==> config.mk <==
export PLATFORM = sky130hd
export DESIGN_NAME = i2c_req_arbiter
export DESIGN_NICKNAME = d
export VERILOG_FILES = /design/src/rtl/i2c_pkg.sv /design/src/rtl/rr_arbiter.sv /design/src/rtl/i2c_req_arbiter.sv
export SDC_FILE = /design/constraint.sdc
export NUM_CORES = 1
export LEC_CHECK = 0
export ABC_AREA = 1
export CAP_MARGIN = 25
export CORE_MARGIN = 3
export CORE_UTILIZATION = 51
export DETAILED_ROUTE_END_ITERATION = 8
export PLACE_DENSITY = 0.84
export SYNTH_ARGS = -nofsm -noshare
export SYNTH_HDL_FRONTEND = slang
export SYNTH_HIERARCHICAL = 1
export SYNTH_SLANG_ARGS = --single-unit
==> constraint.sdc <==
create_clock -name clk -period 6.7 [get_ports clk]
set_input_delay 2.01 -clock clk [delete_from_list [all_inputs] [get_ports clk]]
set_output_delay 2.01 -clock clk [all_outputs]
set_load 0.02 [all_outputs]
==> src/rtl/i2c_pkg.sv <==
// Shared I2C definitions: widths, the request arbiter FSM states and the
// i2c_master state encodings referenced by the existing benches.
package i2c_pkg;

  localparam int I2C_ADDR_W = 7;
  localparam int I2C_DATA_W = 8;

  typedef enum logic [1:0] {
    IDLE  = 2'd0,
    ISSUE = 2'd1,
    XFER  = 2'd2,
    RESP  = 2'd3
  } arb_state_t;

  typedef enum logic [3:0] {
    MST_IDLE     = 4'd0,
    MST_START    = 4'd1,
    MST_ADDR     = 4'd2,
    MST_ADDR_ACK = 4'd3,
    MST_TX       = 4'd4,
    MST_TX_ACK   = 4'd5,
    MST_RX       = 4'd6,
    MST_RX_ACK   = 4'd7,
    MST_STOP     = 4'd8
  } i2c_mst_state_t;

endpackage

==> src/rtl/rr_arbiter.sv <==
// Combinational round-robin picker: first set request strictly after ptr,
// wrapping around; one-hot grant plus an any-request flag.
module rr_arbiter #(
  parameter int N  = 4,
  parameter int PW = (N > 1) ? $clog2(N) : 1
) (
  input  logic [N-1:0]  req,
  input  logic [PW-1:0] ptr,
  output logic [N-1:0]  gnt,
  output logic          valid
);

  logic [PW:0]   sum_s;
  logic [PW-1:0] idx_s;
  logic          found_s;
  logic          hit_s;

  // scan N candidates starting at ptr+1; only the first hit is granted
  always_comb begin
    gnt     = '0;
    sum_s   = '0;
    idx_s   = '0;
    found_s = 1'b0;
    hit_s   = 1'b0;
    for (int i = 1; i <= N; i++) begin
      sum_s   = {1'b0, ptr} + (PW+1)'(i);
      sum_s   = (sum_s >= (PW+1)'(N)) ? (sum_s - (PW+1)'(N)) : sum_s;
      idx_s   = sum_s[PW-1:0];
      hit_s   = req[idx_s] & ~found_s;
      gnt     = gnt | ({{(N-1){1'b0}}, hit_s} << idx_s);
      found_s = found_s | hit_s;
    end
    valid = |req;
  end

endmodule

==> src/rtl/i2c_req_arbiter.sv <==
// Shares one i2c_master between N_REQ requesters: round-robin grant, latched
// transaction fields, master handshake, timeout abort and response routing.
module i2c_req_arbiter
  import i2c_pkg::*;
#(
  parameter int N_REQ       = 4,
  parameter int TIMEOUT_CYC = 65535
) (
  input  logic                          clk,
  input  logic                          rst_n,
  input  logic [N_REQ-1:0]              req,
  input  logic [I2C_ADDR_W*N_REQ-1:0]   req_addr,
  input  logic [I2C_DATA_W*N_REQ-1:0]   req_data,
  input  logic [N_REQ-1:0]              req_rw,
  output logic [N_REQ-1:0]              gnt,
  output logic [N_REQ-1:0]              done,
  output logic [I2C_DATA_W-1:0]         resp_data,
  output logic                          resp_err,
  output logic                          resp_timeout,
  output logic                          m_start,
  output logic [I2C_ADDR_W-1:0]         m_addr,
  output logic [I2C_DATA_W-1:0]         m_tx_byte,
  output logic                          m_rw,
  input  logic [I2C_DATA_W-1:0]         m_rx_byte,
  input  logic                          m_rx_valid,
  input  logic                          m_busy,
  input  logic                          m_ack_error
);

  localparam int PW = (N_REQ > 1) ? $clog2(N_REQ) : 1;
  localparam int CW = $clog2(TIMEOUT_CYC + 1);
  localparam logic [CW-1:0] TO_LAST = CW'(TIMEOUT_CYC - 1);

  arb_state_t                state_r, state_nxt_s;
  logic [PW-1:0]             rr_ptr_r, rr_ptr_nxt_s;
  logic [CW-1:0]             cnt_r, cnt_nxt_s;
  logic                      rx_seen_r, rx_seen_nxt_s;
  logic [N_REQ-1:0]          gnt_r, gnt_nxt_s, done_r, done_nxt_s;
  logic [I2C_DATA_W-1:0]     resp_data_r, resp_data_nxt_s;
  logic                      resp_err_r, resp_err_nxt_s;
  logic                      resp_timeout_r, resp_timeout_nxt_s;
  logic                      m_start_r, m_start_nxt_s;
  logic [I2C_ADDR_W-1:0]     m_addr_r, m_addr_nxt_s;
  logic [I2C_DATA_W-1:0]     m_tx_byte_r, m_tx_byte_nxt_s;
  logic                      m_rw_r, m_rw_nxt_s;

  logic [N_REQ-1:0]          arb_gnt_s;
  logic                      arb_valid_s;
  logic [PW-1:0]             win_idx_s;
  logic [I2C_ADDR_W-1:0]     win_addr_s;
  logic [I2C_DATA_W-1:0]     win_data_s;
  logic                      win_rw_s;

  rr_arbiter #(.N(N_REQ), .PW(PW)) u_rr (
    .req   (req),
    .ptr   (rr_ptr_r),
    .gnt   (arb_gnt_s),
    .valid (arb_valid_s)
  );

  // one-hot mux of the winner's index and request fields
  always_comb begin
    win_idx_s  = '0;
    win_addr_s = '0;
    win_data_s = '0;
    win_rw_s   = 1'b0;
    for (int i = 0; i < N_REQ; i++) begin
      win_idx_s  = win_idx_s | (arb_gnt_s[i] ? PW'(i) : {PW{1'b0}});
      win_addr_s = win_addr_s | ({I2C_ADDR_W{arb_gnt_s[i]}} & req_addr[I2C_ADDR_W*i +: I2C_ADDR_W]);
      win_data_s = win_data_s | ({I2C_DATA_W{arb_gnt_s[i]}} & req_data[I2C_DATA_W*i +: I2C_DATA_W]);
      win_rw_s   = win_rw_s | (arb_gnt_s[i] & req_rw[i]);
    end
  end

  // next-state and next-output logic of the arbitration FSM
  always_comb begin
    state_nxt_s        = state_r;
    rr_ptr_nxt_s       = rr_ptr_r;
    cnt_nxt_s          = cnt_r;
    rx_seen_nxt_s      = rx_seen_r;
    gnt_nxt_s          = gnt_r;
    done_nxt_s         = '0;
    resp_data_nxt_s    = resp_data_r;
    resp_err_nxt_s     = resp_err_r;
    resp_timeout_nxt_s = resp_timeout_r;
    m_start_nxt_s      = m_start_r;
    m_addr_nxt_s       = m_addr_r;
    m_tx_byte_nxt_s    = m_tx_byte_r;
    m_rw_nxt_s         = m_rw_r;
    case (state_r)
      IDLE: begin
        // a busy master (foreign or aborted transfer) blocks any new grant
        if (arb_valid_s && !m_busy) begin
          gnt_nxt_s          = arb_gnt_s;
          rr_ptr_nxt_s       = win_idx_s;
          m_addr_nxt_s       = win_addr_s;
          m_tx_byte_nxt_s    = win_data_s;
          m_rw_nxt_s         = win_rw_s;
          m_start_nxt_s      = 1'b1;
          cnt_nxt_s          = '0;
          rx_seen_nxt_s      = 1'b0;
          resp_data_nxt_s    = '0;
          resp_err_nxt_s     = 1'b0;
          resp_timeout_nxt_s = 1'b0;
          state_nxt_s        = ISSUE;
        end else begin
          gnt_nxt_s = '0;
        end
      end
      ISSUE, XFER: begin
        if (cnt_r == TO_LAST) begin
          m_start_nxt_s      = 1'b0;
          resp_err_nxt_s     = 1'b1;
          resp_timeout_nxt_s = 1'b1;
          done_nxt_s         = gnt_r;
          state_nxt_s        = RESP;
        end else if (state_r == ISSUE) begin
          cnt_nxt_s     = cnt_r + CW'(1);
          m_start_nxt_s = ~m_busy;
          state_nxt_s   = m_busy ? XFER : ISSUE;
        end else begin
          cnt_nxt_s = cnt_r + CW'(1);
          // late capture covers masters that never pulse rx_valid
          if (m_rw_r && (m_rx_valid || (!m_busy && !rx_seen_r))) begin
            resp_data_nxt_s = m_rx_byte;
            rx_seen_nxt_s   = 1'b1;
          end else begin
            rx_seen_nxt_s = rx_seen_r;
          end
          if (!m_busy) begin
            resp_err_nxt_s = m_ack_error;
            done_nxt_s     = gnt_r;
            state_nxt_s    = RESP;
          end else begin
            state_nxt_s = XFER;
          end
        end
      end
      RESP: begin
        gnt_nxt_s     = '0;
        m_start_nxt_s = 1'b0;
        state_nxt_s   = IDLE;
      end
      default: begin
        gnt_nxt_s     = '0;
        m_start_nxt_s = 1'b0;
        state_nxt_s   = IDLE;
      end
    endcase
  end

  // state, pointer, counter and registered outputs
  always_ff @(posedge clk or negedge rst_n) begin
    if (!rst_n) begin
      state_r        <= IDLE;
      rr_ptr_r       <= PW'(N_REQ - 1);
      cnt_r          <= '0;
      rx_seen_r      <= 1'b0;
      gnt_r          <= '0;
      done_r         <= '0;
      resp_data_r    <= '0;
      resp_err_r     <= 1'b0;
      resp_timeout_r <= 1'b0;
      m_start_r      <= 1'b0;
      m_addr_r       <= '0;
      m_tx_byte_r    <= '0;
      m_rw_r         <= 1'b0;
    end else begin
      state_r        <= state_nxt_s;
      rr_ptr_r       <= rr_ptr_nxt_s;
      cnt_r          <= cnt_nxt_s;
      rx_seen_r      <= rx_seen_nxt_s;
      gnt_r          <= gnt_nxt_s;
      done_r         <= done_nxt_s;
      resp_data_r    <= resp_data_nxt_s;
      resp_err_r     <= resp_err_nxt_s;
      resp_timeout_r <= resp_timeout_nxt_s;
      m_start_r      <= m_start_nxt_s;
      m_addr_r       <= m_addr_nxt_s;
      m_tx_byte_r    <= m_tx_byte_nxt_s;
      m_rw_r         <= m_rw_nxt_s;
    end
  end

  assign gnt          = gnt_r;
  assign done         = done_r;
  assign resp_data    = resp_data_r;
  assign resp_err     = resp_err_r;
  assign resp_timeout = resp_timeout_r;
  assign m_start      = m_start_r;
  assign m_addr       = m_addr_r;
  assign m_tx_byte    = m_tx_byte_r;
  assign m_rw         = m_rw_r;

endmodule

== Yosys cells after proc, flatten, opt, wreduce, memory -nomap -nowiden ==
Cells that the tools add are included.

* $lt $le $gt $ge: 8
* Bitwise logic cells: 35
* Shift operators: 4
* Multiplexer cells: 50
* Reductions and logical operators: 17
* Equality and inequality tests: 12
* Add/sub/neg operators: 9

{| class="wikitable"
|+ Operators with widths
! operator !! count
|-
| 8-bit AND || 4
|-
| 16-bit two-way mux || 2
|-
| 8-bit two-way mux || 4
|-
| 16-bit one-hot mux with 2 select lines || 1
|-
| 7-bit AND || 4
|-
| 8-bit bitwise OR || 3
|-
| 7-bit bitwise OR || 3
|-
| 2-bit two-way mux || 10
|-
| 4-bit two-way mux || 5
|-
| 1-bit two-way mux || 17
|-
| 16-bit by 1-bit adder with 16-bit output, second input constant || 1
|-
| 16-bit == test, second input constant || 1
|-
| 8-bit one-hot mux with 2 select lines || 1
|-
| 1-bit by 2-bit << shifter with 4-bit output || 4
|-
| 3-bit >= comparator, second input constant || 4
|-
| 2-bit by 3-bit < comparator with 1-bit output, second input constant || 4
|-
| 4-bit bitwise OR || 3
|-
| 2-bit != test, second input constant || 5
|-
| 3-bit != test, second input constant || 3
|-
| 1-bit binary-select mux with 2-bit select || 4
|-
| 4-bit one-hot mux with 2 select lines || 1
|-
| 2-bit by 1-bit subtractor with 2-bit output, second input constant || 4
|-
| 1-bit AND || 7
|-
| 2-bit by 2-bit adder with 3-bit output, second input constant || 2
|-
| 22 further kinds || 38
|}

* Input port bits: 81
* Logic and storage cells: 148
* Bits in registers: 56

== Longest topological paths before layout ==
* Word-level depth: 19
* Depth in mapped cells: 16
* Depth with buffers taken out: 13

== Modules after synthesis ==
Netlist, hierarchy kept.

{| class="wikitable"
|+ Modules (own cells, without submodules)
! module !! cells an instance !! area each (um2) !! instances
|-
| i2c_req_arbiter || 405 || 3,173.0 || 1
|-
| rr_arbiter || 76 || 417.9 || 1
|}

== Worst setup path before layout ==
Ideal clock, no wire load.

* Path type: in2reg
* Start: input req[2]
* End: register m_addr_r[0] (netlist: m_addr[0])
* Data arrival time: 3.415 ns
* Stages: 13
* Setup slack: 3.203 ns
* Cell sequence: inv_1 nand2_2 nand3_2 nand2_4 nor2_8 nand2_2 nor2_2 nor2_1 nand2_1 clkbuf_1 clkbuf_1 a221oi_1 o21ai_0

* Cells in the longest elaborated chain, start to end: 16
* Elaborated cells on any way between the ends: 33
* Classes of those cells: 4 x shift; 8 x mux; 18 x bitwise; 3 x reduce/logical

{| class="wikitable"
|+ Ends and longest elaborated chain
! item !! RTL line !! source
|-
| from (decl) || i2c_req_arbiter.sv:11 || <nowiki>input logic [N_REQ-1:0] req,</nowiki>
|-
| 1-bit binary-select mux with 2-bit select || rr_arbiter.sv:29 || <nowiki>hit_s = req[idx_s] & ~found_s;</nowiki>
|-
| 1-bit two-way mux (not written as such) || rr_arbiter.sv:29 ||
|-
| 1-bit NOT || rr_arbiter.sv:29 ||
|-
| 1-bit AND || rr_arbiter.sv:29 ||
|-
| 1-bit bitwise OR || rr_arbiter.sv:31 || <nowiki>found_s = found_s | hit_s;</nowiki>
|-
| 1-bit NOT || rr_arbiter.sv:29 ||
|-
| 1-bit AND || rr_arbiter.sv:29 ||
|-
| 1-bit bitwise OR || rr_arbiter.sv:31 ||
|-
| 1-bit NOT || rr_arbiter.sv:29 ||
|-
| 1-bit AND || rr_arbiter.sv:29 ||
|-
| 1-bit by 2-bit << shifter with 4-bit output || rr_arbiter.sv:30 || <nowiki>gnt = gnt | ({{(N-1){1'b0}}, hit_s} << idx_s);</nowiki>
|-
| 4-bit bitwise OR (*) || rr_arbiter.sv:30 ||
|-
| net arb_gnt_s[1] || i2c_req_arbiter.sv:47 || <nowiki>logic [N_REQ-1:0] arb_gnt_s;</nowiki>
|-
| 7-bit AND (*) || i2c_req_arbiter.sv:69 || <nowiki>win_addr_s = win_addr_s | ({I2C_ADDR_W{arb_gnt_s[i]}} & req_addr[I2C_ADDR_W*i +: I2C_ADDR_W]);</nowiki>
|-
| 7-bit bitwise OR (*) (3 in series) || i2c_req_arbiter.sv:69 ||
|-
| to (signal assigned) || i2c_req_arbiter.sv:179 || <nowiki>m_addr_r <= m_addr_nxt_s;</nowiki>
|-
| to (decl) || i2c_req_arbiter.sv:43 || <nowiki>logic [I2C_ADDR_W-1:0] m_addr_r, m_addr_nxt_s;</nowiki>
|}

The timed path passes the listed nets; every way through them passes the cells marked *. The select of a mux whose other input is x is not followed.
A chain may end at the register's enable or synchronous reset.

== Worst setup path after layout ==
* Start: input req[1]
* End: register m_addr_r[4] (netlist: m_addr[4])

* Elaborated cells on any way between the ends: 33
* Classes of those cells: 4 x shift; 8 x mux; 18 x bitwise; 3 x reduce/logical

{| class="wikitable"
|+ RTL lines
! item !! RTL line
|-
| 1-bit binary-select mux with 2-bit select || rr_arbiter.sv:29
|-
| 1-bit two-way mux (not written as such) || rr_arbiter.sv:29
|-
| 1-bit NOT || rr_arbiter.sv:29
|-
| 1-bit AND || rr_arbiter.sv:29
|-
| 1-bit bitwise OR || rr_arbiter.sv:31
|-
| 1-bit NOT || rr_arbiter.sv:29
|-
| 1-bit AND || rr_arbiter.sv:29
|-
| 1-bit bitwise OR || rr_arbiter.sv:31
|-
| 1-bit NOT || rr_arbiter.sv:29
|-
| 1-bit AND || rr_arbiter.sv:29
|-
| 1-bit by 2-bit << shifter with 4-bit output || rr_arbiter.sv:30
|-
| 4-bit bitwise OR (*) || rr_arbiter.sv:30
|-
| net arb_gnt_s[2] || i2c_req_arbiter.sv:47
|-
| 7-bit AND (*) || i2c_req_arbiter.sv:69
|-
| 7-bit bitwise OR (*) (2 in series) || i2c_req_arbiter.sv:69
|}

Marked as above.

==> results.yml <==
run_status:
  outcome: "complete, no violations"
power_and_ir_drop:
  p_leak_uw: 0.00214
  p_total_uw: 1990
  peakVddDrop_mv: 0.234
  powerDensity_mw_per_mm2: 413
timing:
  hold_viol_final: 0
  slew_viol_final: 0
  slew_headroom: 0.304
  worst_slack_ps: 2560
  rsz0062_at_grt: "no"
  whs_ps: 490
  setup_viol: 0
  tns_ps: 0
  post-route-period-util: 0.619
  tightest_slew_ps: 1040
  period_needed_ps: 4140
  fin_worst_skew_ps: 6.58
  fmax_mhz: 241
synth:
  synth_edf_count: 0
  synth.distinct_cells: 40
  yosysSeqAreaShare: 0.391
  synthMuxAreaShare: 0
  syn_nets: 568
  synth.cell_area_mm2: 0.00359
  synth_ff_type: "dfrtp_1"
  avgSynthCellArea_um2: 7.47
  synth_xor_xnor_area_share: 0.0122
  syn_inst: 481
  synth_top_family_by_area: "simple AND/OR/NAND/NOR gates"
  synth_warnings: 6
  synth-adder-area-share: 0.0209
  ys_async_sr_fraction: 1.00
  synth-simple-area-share: 0.386
  synth_compound_area_frac: 0.124
  synth.ff_latch_count: 56
critical_path:
  arrival_ps: 4320
  worstSetupEndpointType: "flop"
  cpMostUsedCell: "nand2_1"
  startpoint_type: "input port"
  cp_slowest_stage_delay_ps: 520
  path_max_fanout: 18
  crit_chain: "clkdlybuf4s50_1 -> clkinv_1 -> nand2_1 -> nand2_1 -> nand2_1 -> nand2_1 -> nand2_1 -> nand2_1 -> nand3_1 -> nand3_1 -> nand2_1 -> nand2_1 -> a221oi_1 -> o21ai_0"
  slowest_stage: "clkdlybuf4s50_1"
  worstPathRequired_ps: 6880
  r2r_cells: 13
  setup.worst_path.class: "in2reg"
clock_network:
  clk_latency_ps: 310
  cts_setup_buffers: 0
  clk_pin_slew_worst_paths_ps: 100
  cts.sinks: 56
  cts_resized: 0
  htree_levels: 2
  numCtsBuffers: 5
  cts_buffer_depth: 2
  hold_buffers: 0
  root_buffer: "clkbuf_8"
  tritoncts: "built"
drt:
  detail-route-antenna-nets: 0
  drt_wl_total_um: 9690
  vias: 3657
  vias_per_cell: 5.40
  detail_route.first_pass.iterations: 5
  drt-initial-drc-count: 190
  drc: 0
  routedWlPerCell_um: 14.3
grt:
  grt_pass1_wl_um: 16400
  grt.overflow.total: 0
  grt.total_usage: 0.243
  antenna_found_initial: 0
  grt_max_degree: 57
  grt_pass1_vias: 3604
floorplanning:
  dieArea_mm2: 0.00808
  core_region_area_mm2: 0.00657
  num_rows: 29
  die_y_um: 89.9
  die_w_um: 89.9
  initial_core_util: 0.547
  io_pins: 116
placed_design:
  globalplace.congestion: 0.901
  portBuffers: 115
  dp.cells: 670
  dpl.hpwl_um: 7370
  pre_cts_ws_ps: 2180
flow_run:
  maxCapViolCount: 0
final_layout:
  layout-drive-gt1-share: 0.111
  final_cell_mix: "176 x nand2_1, 114 x clkdlybuf4s50_1, 54 x dfrtp_1"
  synthToLayoutAreaGrowth_pct: 34.1
  fill_cells: 542
  final_common_cell: "nand2_1"
  diodes: 0
  nets: 671
  layout.cells.non_filler: 677
worst_hold_path:
  hold_path.class: "reg2reg"
  hold_path_depth: 2
## worst paths after layout
| kind | end | slack, ps | startpoint |
|---|---|---|---|
| min in group asynchronous | done[3]$_DFF_PN0_ | 1810 | rst_n |
| min reg2reg | resp_data[3]$_DFFE_PN0P_ | 490 | resp_data[3]$_DFFE_PN0P_ |
| min | resp_data[3]$_DFFE_PN0P_ | 490 | resp_data[3]$_DFFE_PN0P_ |
| max in group asynchronous | cnt_r[7]$_DFFE_PN0P_ | 4400 | rst_n |
| max reg2reg | m_addr[0]$_DFFE_PN0P_ | 3840 | rr_ptr_r[0]$_DFFE_PN1P_ |
| max | m_addr[4]$_DFFE_PN0P_ | 2560 | req[1] |
## sequential cells by signal (all words and copies together) (netlist names), 2 cells and up
register and flops:
cnt_r 16, m_tx_byte 8, resp_data 8, m_addr 7, done 4, gnt 4, rr_ptr_r 2, state_r 2
## final cells by class
type | count | area [um^2] | share of cell area
flip-flops and latches | 56 | 1400 | 0.291
repair buffers | 116 | 1150 | 0.239
clock buffers | 5 | 68.8 | 0.0143
multi-input cells | 376 | 1950 | 0.405
well taps | 93 | 116 | 0.0242
inverters | 29 | 111 | 0.0231
clock inverters | 2 | 12.5 | 0.00260
## cell usage after synthesis, types with 2 or more instances
master | count | share of area
clkinv_1 | 2 | 0.0021
o21ai_2 | 7 | 0.017
nand2_2 | 22 | 0.038
a221oi_1 | 16 | 0.039
o21bai_1 | 4 | 0.0084
dfstp_2 | 2 | 0.015
nor2_1 | 30 | 0.031
nor3_1 | 4 | 0.0056
o21ai_1 | 8 | 0.011
buf_2 | 3 | 0.0042
nand4_1 | 21 | 0.037
a21oi_1 | 3 | 0.0042
nand3_1 | 26 | 0.036
dfrtp_1 | 54 | 0.38
nor2_2 | 6 | 0.010
ha_1 | 6 | 0.021
nor2_4 | 3 | 0.0094
nand3_2 | 3 | 0.0084
buf_6 | 2 | 0.0063
xor2_1 | 5 | 0.012
inv_2 | 4 | 0.0042
inv_1 | 22 | 0.023
clkbuf_1 | 11 | 0.011
o21ai_0 | 24 | 0.033
nand2_1 | 176 | 0.18
nand2_4 | 3 | 0.0094
## cells by family (layout without fill, tap and decap cells)
group,after synthesis,in the layout
adders and majority gates,6,6
DFF,56,56
xor gates and xnor gates,5,5
AOI/OAI and AO/OA,66,66
buffers and inverters,49,152
and+or+nand+nor,299,299
## worst max-delay path: cells and delay by family
family | cells | cell delay [ps]
compound gates | 2 | 350
buf+inv | 2 | 650
simple gates | 10 | 1320
## power by group
group / total (uW) / internal (uW) / switching (uW) / leakage [uW]
clock network: 180 / 71.1 / 109 / 0.0000400
logic: 1270 / 464 / 802 / 0.00137
registers: 546 / 454 / 91.5 / 0.000728
## layer usage
layer	track usage	up-vias	share of wire	routed length, um
li1	-	1789	-	-
met1	0.289	1686	0.40	3890
met2	0.435	155	0.50	4850
met3	0.0651	27	0.077	750
met4	0.0612	0	0.020	191
met5	0	-	0	0
## stage by stage
step,util,cell area [um^2]
2_1_floorplan,-,3590
3_3_place_gp,0.721,4740
3_5_place_dp,0.721,4740
4_1_cts,0.733,4820
5_1_grt,0.733,4820
6_report,0.733,4820
No activity file was read; power rests on OpenSTA's default activity.
